$ cat src/rtl/sub_pkg.sv
// ============================================================================
// Module      : sub_pkg
// Description : Shared types and sizing helpers for the chunked subtractor.
// Revision    : 1.0 - initial release
// ============================================================================
`default_nettype none

package sub_pkg;

    typedef enum logic [1:0] {
        IDLE = 2'd0,
        RUN  = 2'd1,
        DONE = 2'd2
    } state_t;

    function automatic int nchunk(input int width, input int chunk);
        return width / chunk;
    endfunction

    // A single-chunk operation still needs a 1-bit counter to stay legal.
    function automatic int cnt_width(input int n);
        return (n > 1) ? $clog2(n) : 1;
    endfunction

endpackage

`default_nettype wire

$ cat src/rtl/sub_chunk.sv
// ============================================================================
// Module      : sub_chunk
// Description : Combinational CHUNK-bit subtract with borrow in and borrow out.
// Revision    : 1.0 - initial release
// ============================================================================
`default_nettype none

module sub_chunk #(
    parameter int CHUNK = 8
) (
    input  logic [CHUNK-1:0] a,
    input  logic [CHUNK-1:0] b,
    input  logic             bin,
    output logic [CHUNK-1:0] d,
    output logic             bout
);

    // One extra bit captures the borrow as the wrapped sign of the difference.
    assign {bout, d} = {1'b0, a} - {1'b0, b} - {{CHUNK{1'b0}}, bin};

endmodule

`default_nettype wire

$ cat src/rtl/sub_iter_chunked.sv
// ============================================================================
// Module      : sub_iter_chunked
// Description : Multi-cycle D = A - B - B_in, CHUNK bits per clock, LSB first.
// Revision    : 1.0 - initial release
// ============================================================================
`default_nettype none

module sub_iter_chunked
    import sub_pkg::*;
#(
    parameter int WIDTH = 32,
    parameter int CHUNK = 8
) (
    input  logic             clk,
    input  logic             rst,
    input  logic             start,
    input  logic [WIDTH-1:0] A,
    input  logic [WIDTH-1:0] B,
    input  logic             B_in,
    output logic             busy,
    output logic             done,
    output logic [WIDTH-1:0] D,
    output logic             B_out,
    output logic             V
);

    localparam int NCHUNK = nchunk(WIDTH, CHUNK);
    localparam int CW     = cnt_width(NCHUNK);

    generate
        if ((CHUNK < 1) || (CHUNK > WIDTH) || ((WIDTH % CHUNK) != 0)) begin : g_bad_params
            $error("sub_iter_chunked: WIDTH must be a positive multiple of CHUNK");
        end
    endgenerate

    state_t            state;
    state_t            state_nxt;
    logic [WIDTH-1:0]  a_work;
    logic [WIDTH-1:0]  b_work;
    logic              bor;
    logic [CW-1:0]     cnt;
    logic              a_msb;
    logic              b_msb;
    logic [CHUNK-1:0]  d_chunk;
    logic              bout_chunk;
    logic [WIDTH-1:0]  res_next;
    logic              last;
    logic              accept;

    assign last   = (cnt == CW'(NCHUNK - 1));
    assign accept = start && (state != RUN);
    assign busy   = (state == RUN);
    assign done   = (state == DONE);

    sub_chunk #(
        .CHUNK (CHUNK)
    ) u_chunk (
        .a    (a_work[CHUNK-1:0]),
        .b    (b_work[CHUNK-1:0]),
        .bin  (bor),
        .d    (d_chunk),
        .bout (bout_chunk)
    );

    // Result chunks enter at the top and shift down, so after the last
    // chunk the LSB chunk sits at bit 0.
    generate
        if (NCHUNK > 1) begin : g_multi
            logic [WIDTH-1:0] work;
            assign res_next = {d_chunk, work[WIDTH-1:CHUNK]};
            always_ff @(posedge clk) begin
                if (rst) begin
                    work <= '0;
                end else if (state == RUN) begin
                    work <= res_next;
                end
            end
        end else begin : g_single
            assign res_next = d_chunk;
        end
    endgenerate

    always_comb begin
        state_nxt = state;
        case (state)
            IDLE:    if (start) state_nxt = RUN;
            RUN:     if (last)  state_nxt = DONE;
            DONE:    state_nxt = start ? RUN : IDLE;
            default: state_nxt = IDLE;
        endcase
    end

    always_ff @(posedge clk) begin
        if (rst) begin
            state <= IDLE;
        end else begin
            state <= state_nxt;
        end
    end

    always_ff @(posedge clk) begin
        if (rst) begin
            a_work <= '0;
            b_work <= '0;
            bor    <= 1'b0;
            cnt    <= '0;
            a_msb  <= 1'b0;
            b_msb  <= 1'b0;
            D      <= '0;
            B_out  <= 1'b0;
            V      <= 1'b0;
        end else if (accept) begin
            a_work <= A;
            b_work <= B;
            bor    <= B_in;
            cnt    <= '0;
            a_msb  <= A[WIDTH-1];
            b_msb  <= B[WIDTH-1];
        end else if (state == RUN) begin
            a_work <= a_work >> CHUNK;
            b_work <= b_work >> CHUNK;
            bor    <= bout_chunk;
            cnt    <= cnt + 1'b1;
            if (last) begin
                D     <= res_next;
                B_out <= bout_chunk;
                V     <= (a_msb != b_msb) && (res_next[WIDTH-1] != a_msb);
            end
        end
    end

endmodule

`default_nettype wire
$ cat config.mk
export PLATFORM = sky130hd
export DESIGN_NAME = sub_iter_chunked
export DESIGN_NICKNAME = d
export VERILOG_FILES = /design/src/rtl/sub_pkg.sv /design/src/rtl/sub_chunk.sv /design/src/rtl/sub_iter_chunked.sv
export SDC_FILE = /design/constraint.sdc
export NUM_CORES = 1
export LEC_CHECK = 0
export CAP_MARGIN = 25
export CORE_MARGIN = 3
export CORE_UTILIZATION = 45
export DETAILED_ROUTE_END_ITERATION = 10
export PLACE_DENSITY = 0.73
export SLEW_MARGIN = 20
export SYNTH_ARGS = -nofsm -noshare
export SYNTH_HDL_FRONTEND = slang
export SYNTH_SLANG_ARGS = --single-unit
$ cat constraint.sdc
create_clock -name clk -period 3.95 [get_ports clk]
set_input_delay 0.79 -clock clk [delete_from_list [all_inputs] [get_ports clk]]
set_output_delay 0.79 -clock clk [all_outputs]
set_load 0.01 [all_outputs]
# Word-level counts from Yosys, hierarchy flattened
# Index checks and enable logic that the tools add are counted.
# Widths: inputs -> output; s select.
[classes] add_sub_neg=3 n_eq_ne=8 mux=10 bitwise=1 n_reduce_logical=7
[op_table] cell="$mux 32" n=4
[op_table] cell="$sub 8x8->9" n=1
[op_table] cell="$sub 9x1->9" n=1
[op_table] cell="$pmux 2 s3" n=1
[op_table] cell="$eq 2x2->1 const B" n=2
[op_table] cell="$mux 2" n=2
[op_table] cell="$ne 2x1->1 const B" n=2
[op_table] cell="$mux 1" n=3
[op_table] cell="$reduce_and 3->1" n=1
[op_table] cell="$add 2x1->2 const B" n=1
[op_table] cell="$eq 2x1->1 const B" n=1
[op_table] cell="$logic_and 1x1->1" n=2
[op_table] cell="$logic_not 2->1" n=1
[op_table] cell="$ne 1x1->1" n=2
[op_table] cell="$ne 2x2->1 const B" n=1
[op_table] cell="$reduce_and 2->1" n=1
[op_table] cell="$reduce_bool 2->1" n=1
[op_table] cell="$reduce_or 2->1" n=1
[op_table] cell="$not 1->1" n=1
[word_totals] register_bits=137 in_bits=68 out_inout_bits=36 elab_cells=40

# Logic depth before layout (Yosys ltp)
[logic_depth] ltp_word=4 depth_mapped=9 ltp_nobuf=9

# By module
# A second synthesis with hierarchy kept.
[unflattened] hier_cells=629 hier_area_um2=5705.5
[by_module_without_submodules] mod="sub_iter_chunked" instances=1 cells_per_inst=553 area_per_inst_um2=5151.2 seq_area_each_um2=2582.5
[by_module_without_submodules] mod="sub_chunk" instances=1 cells_per_inst=76 area_per_inst_um2=554.3 seq_area_each_um2=0.0

# Worst setup path before layout
# OpenSTA, ideal clock, no wires.
[synth_timing] path_kind="register to register" from="register a_work[4]" to="register V" setup_time_ps=91 t_arrival_ps=2270 t_required_ps=3859 setup_slack_ps=1590 stages_incl_launch_ff=10 n_path_buf=0 synth_period_minus_slack_ps=2360 cell_sequence="dfxtp_1 > inv_1 > ha_1 > inv_1 > ha_1 > a21o_1 > and3_4 > or4_4 > a211o_1 > a311oi_1"
[synth_between] elab_chain_cells=4
[synth_rtl] element="start: declaration" line_no="sub_iter_chunked.sv:38" text="logic [WIDTH-1:0] a_work;"
[synth_rtl] element="start signal: assignment" line_no="sub_iter_chunked.sv:120" text="a_work <= a_work >> CHUNK;"
[synth_rtl] element="$sub 8x8->9" line_no="sub_chunk.sv:19" text="assign {bout, d} = {1'b0, a} - {1'b0, b} - {{CHUNK{1'b0}}, bin};"
[synth_rtl] element="$sub 9x1->9" line_no="sub_chunk.sv:19"
[synth_rtl] element="$ne 1x1->1" line_no="sub_iter_chunked.sv:127" text="V <= (a_msb != b_msb) && (res_next[WIDTH-1] != a_msb);"
[synth_rtl] element="$logic_and 1x1->1" line_no="sub_iter_chunked.sv:127"
[synth_rtl] element="end signal: assignment" line_no="sub_iter_chunked.sv:127"
[synth_rtl] element="end: declaration" line_no="sub_iter_chunked.sv:24" text="output logic V"
# Every way passes these cells.
# A chain may end at the register's enable or synchronous reset.

# Worst setup path in the final report
[layout_timing] from="register state[0]" to="output busy"
[layout_between] elab_chain_cells=1
[layout_rtl] element="start: declaration" line_no="sub_iter_chunked.sv:36" text="state_t state;"
[layout_rtl] element="start signal: assignment" line_no="sub_iter_chunked.sv:97" text="state <= state_nxt;"
[layout_rtl] element="$eq 2x1->1" line_no="sub_iter_chunked.sv:52" text="assign busy = (state == RUN);"
[layout_rtl] element="end: declaration" line_no="sub_iter_chunked.sv:20" text="output logic busy,"
# Every way passes these cells.

==> impl_metrics.toml <==
[worst_setup_path]
required_ns = 3.16
critPathMaxStageDelay_ns = 0.56
cp-end-kind = "output port"
path_max_fanout = 17
cp-start-kind = "flop"
path_class = "flop to output port"
critical_path.slowest_cell = "clkdlybuf4s50_1"
critPathLaunch = "state[0]"
r2r-start = "a_work[4]"
cp.arrival_ns = 2.08
path_cells = "nand2b_4, inv_1, buf_4, clkdlybuf4s50_1"

[floorplanning]
rows = 39
die-area_sq_mm = 0.0133
die_w_um = 115
die_h_um = 115
io_pins = 104
core_sq_mm = 0.0116
start_util_pct = 46.4

[sta]
finalHoldViolCount = 0
finalSetupViolCount = 0
max_freq_mhz = 348
maxSlewViolCount = 0
finalCritPeriodShare_pct = 72.7
worst_pin_slew_ns = 0.814
slew_headroom_pct = 45.7
skew_ns = 0.00822
rsz0062_at_grt = "false"
min_period_ns = 2.87
finalSetupTns_ns = 0

[yosys]
synth_seq_cells = 129
synth_nets = 698
yosysUniqueCellTypes = 33
synthCells = 615
synth-edff-count = 0
synth-seq-area-share_pct = 48.1
syn_area_sq_mm = 0.00537
yosys.area.top_type = "dfxtp_1"
avgSynthCellArea_sq_um = 8.73
synth_area_leaders = "dfxtp_1 48%, mux2i_1 12%, nand2_1 7.6%"
synth_top_area_share_pct = 48.1
ys_warn_count = 0
synthArstFlopShare_pct = 0
synth_ff_type = "dfxtp_1"

[clock_tree]
numCtsBuffers = 17
cts_hold_buf = 0
postCtsSetupBuffers = 0
cts_root_buf = "clkbuf_16"
htreeDepth = 4
worst_skew_pair.late_latency_ns = 0.42
path_clk_slew_ns = 0.06
ctsResizeCount = 0
cts_tree = "done"
clockBufferDepth = 2
cts_sinks = 129

[cells_and_area]
design_area_sq_mm = 0.00703
n_antenna_cell = 0
final_cell_mix = "129 x dfxtp_1, 108 x nand2_1, 101 x clkdlybuf4s50_1, 77 x nor2_1, 64 x mux2i_1"
final_common_cell = "dfxtp_1"
synthToLayoutAreaGrowth_pct = 30.9
drive_gt1_share_pct = 6.36
layout.nets = 777

[routing]
wirelength_mm = 12.6
first_pass_iters = 5
vias = 4497
drc_errors = 0
wl_per_cell_um = 14.9
viasPerCell = 5.29
antenna_left = 0
drtIter0Drc = 204

[grt]
grt_pass1_vias = 4415
grt.met1_usage_pct = 24.0
grt_pass1_wl_mm = 21.0
grt_usage_pct = 19.8
grt_use_met3_pct = 6.21
grt.overflow.total = 0
grt_use_met2_pct = 33.7
grt_start_max_net_pins = 77
antenna_found_initial = 0
busiest_layer = "met2"

[place]
gp_congestion = 0.885
dp_hpwl_mm = 8.59
place_area_sq_mm = 0.00642
io_buffers = 103

[flow_run]
max_cap_viol_count = 0

[hold_path]
hp-class = "flop to flop"
hp-start = "g_multi.work[15]"

[power_and_ir_drop]
p_leak_nw = 2.78
power_density_mw_per_mm2 = 499
vdd.ir_drop.worst_mv = 0.303

[run_status]
run_status = "complete, no violations"
power breakdown:
| part | internal (mW) | switching (mW) |
|---|---|---|
| clock network | 0.975 | 0.613 |
| registers | 1.38 | 0.0491 |
| logic | 0.224 | 0.266 |
metal layers:
metal | share of wire [%] | wire length (um)
met2 | 49 | 6220
met4 | 1.2 | 153
met3 | 6.9 | 878
met1 | 43 | 5390
met5 | 0 | 0
final timing paths:
path | end | slack [ns] | cells after the start
worst max-delay path | busy | 1.08 | 4
worst min-delay path | g_multi.work[15] | 0.45 | 2
worst max register to register | V | 1.38 | 9
worst min register to register | g_multi.work[15] | 0.45 | 2
worst max-delay path, delay by kind of cell (launching register included):
kind | cells | cell delay [ns]
AND/OR/NAND/NOR | 1 | 0.07
buffers and inverters | 3 | 1.20
flip-flops | 1 | 0.40
per-stage QoR:
stage / instances / hold WS (ns) / util (%) / setup slack, ns / power (mW)
global placement: 818 / 0.439 / 55.5 / 1.53 / 1.92
global route: 850 / 0.467 / 60.8 / 0.952 / 3.65
detailed placement: 818 / 0.446 / 55.5 / 1.40 / 1.94
floorplan: 615 / 0.432 / - / 1.59 / 1.78
finish: 850 / 0.454 / 60.8 / 1.08 / 3.51
CTS: 850 / 0.455 / 60.7 / 1.07 / 3.53
state kept, by name, summed over array words and instances (netlist names):
register / flops
cnt: 2
a_msb: 1
bor: 1
g_multi.work: 24
a_work: 32
b_work: 32
V: 1
B_out: 1
state: 2
D: 32
b_msb: 1
cells by family (layout without fill, tap and decap cells):
group | after synthesis | in the layout | synth area share, %
AOI/OAI and AO/OA | 126 | 126 | 14.7
muxes | 64 | 64 | 11.9
and+or+nand+nor | 208 | 208 | 15.7
buffers and inverters | 69 | 161 | 5.19
xor gates and xnor gates | 4 | 4 | 0.652
adders and majority gates | 15 | 15 | 3.77
DFF | 129 | 129 | 48.1
cell usage after synthesis, types with 5 or more instances:
| master | n |
|---|---|
| dfxtp_1 | 129 |
| nand2_1 | 109 |
| nor2_1 | 77 |
| mux2i_1 | 64 |
| a21oi_1 | 62 |
| a211oi_1 | 50 |
| clkbuf_1 | 39 |
| inv_1 | 22 |
| ha_1 | 13 |
| nand3_1 | 7 |
| buf_1 | 5 |
cell type report:
class / count / area [sq um]
Timing Repair Buffer: 107 / 1060
Multi-Input combinational cell: 417 / 2520
Clock inverter: 13 / 151
Tap cell: 143 / 179
Sequential cell: 129 / 2580
Inverter: 22 / 82.6
Clock buffer: 19 / 453
Fill cell: 993 / 4540
(Power assumes the default switching activity.)
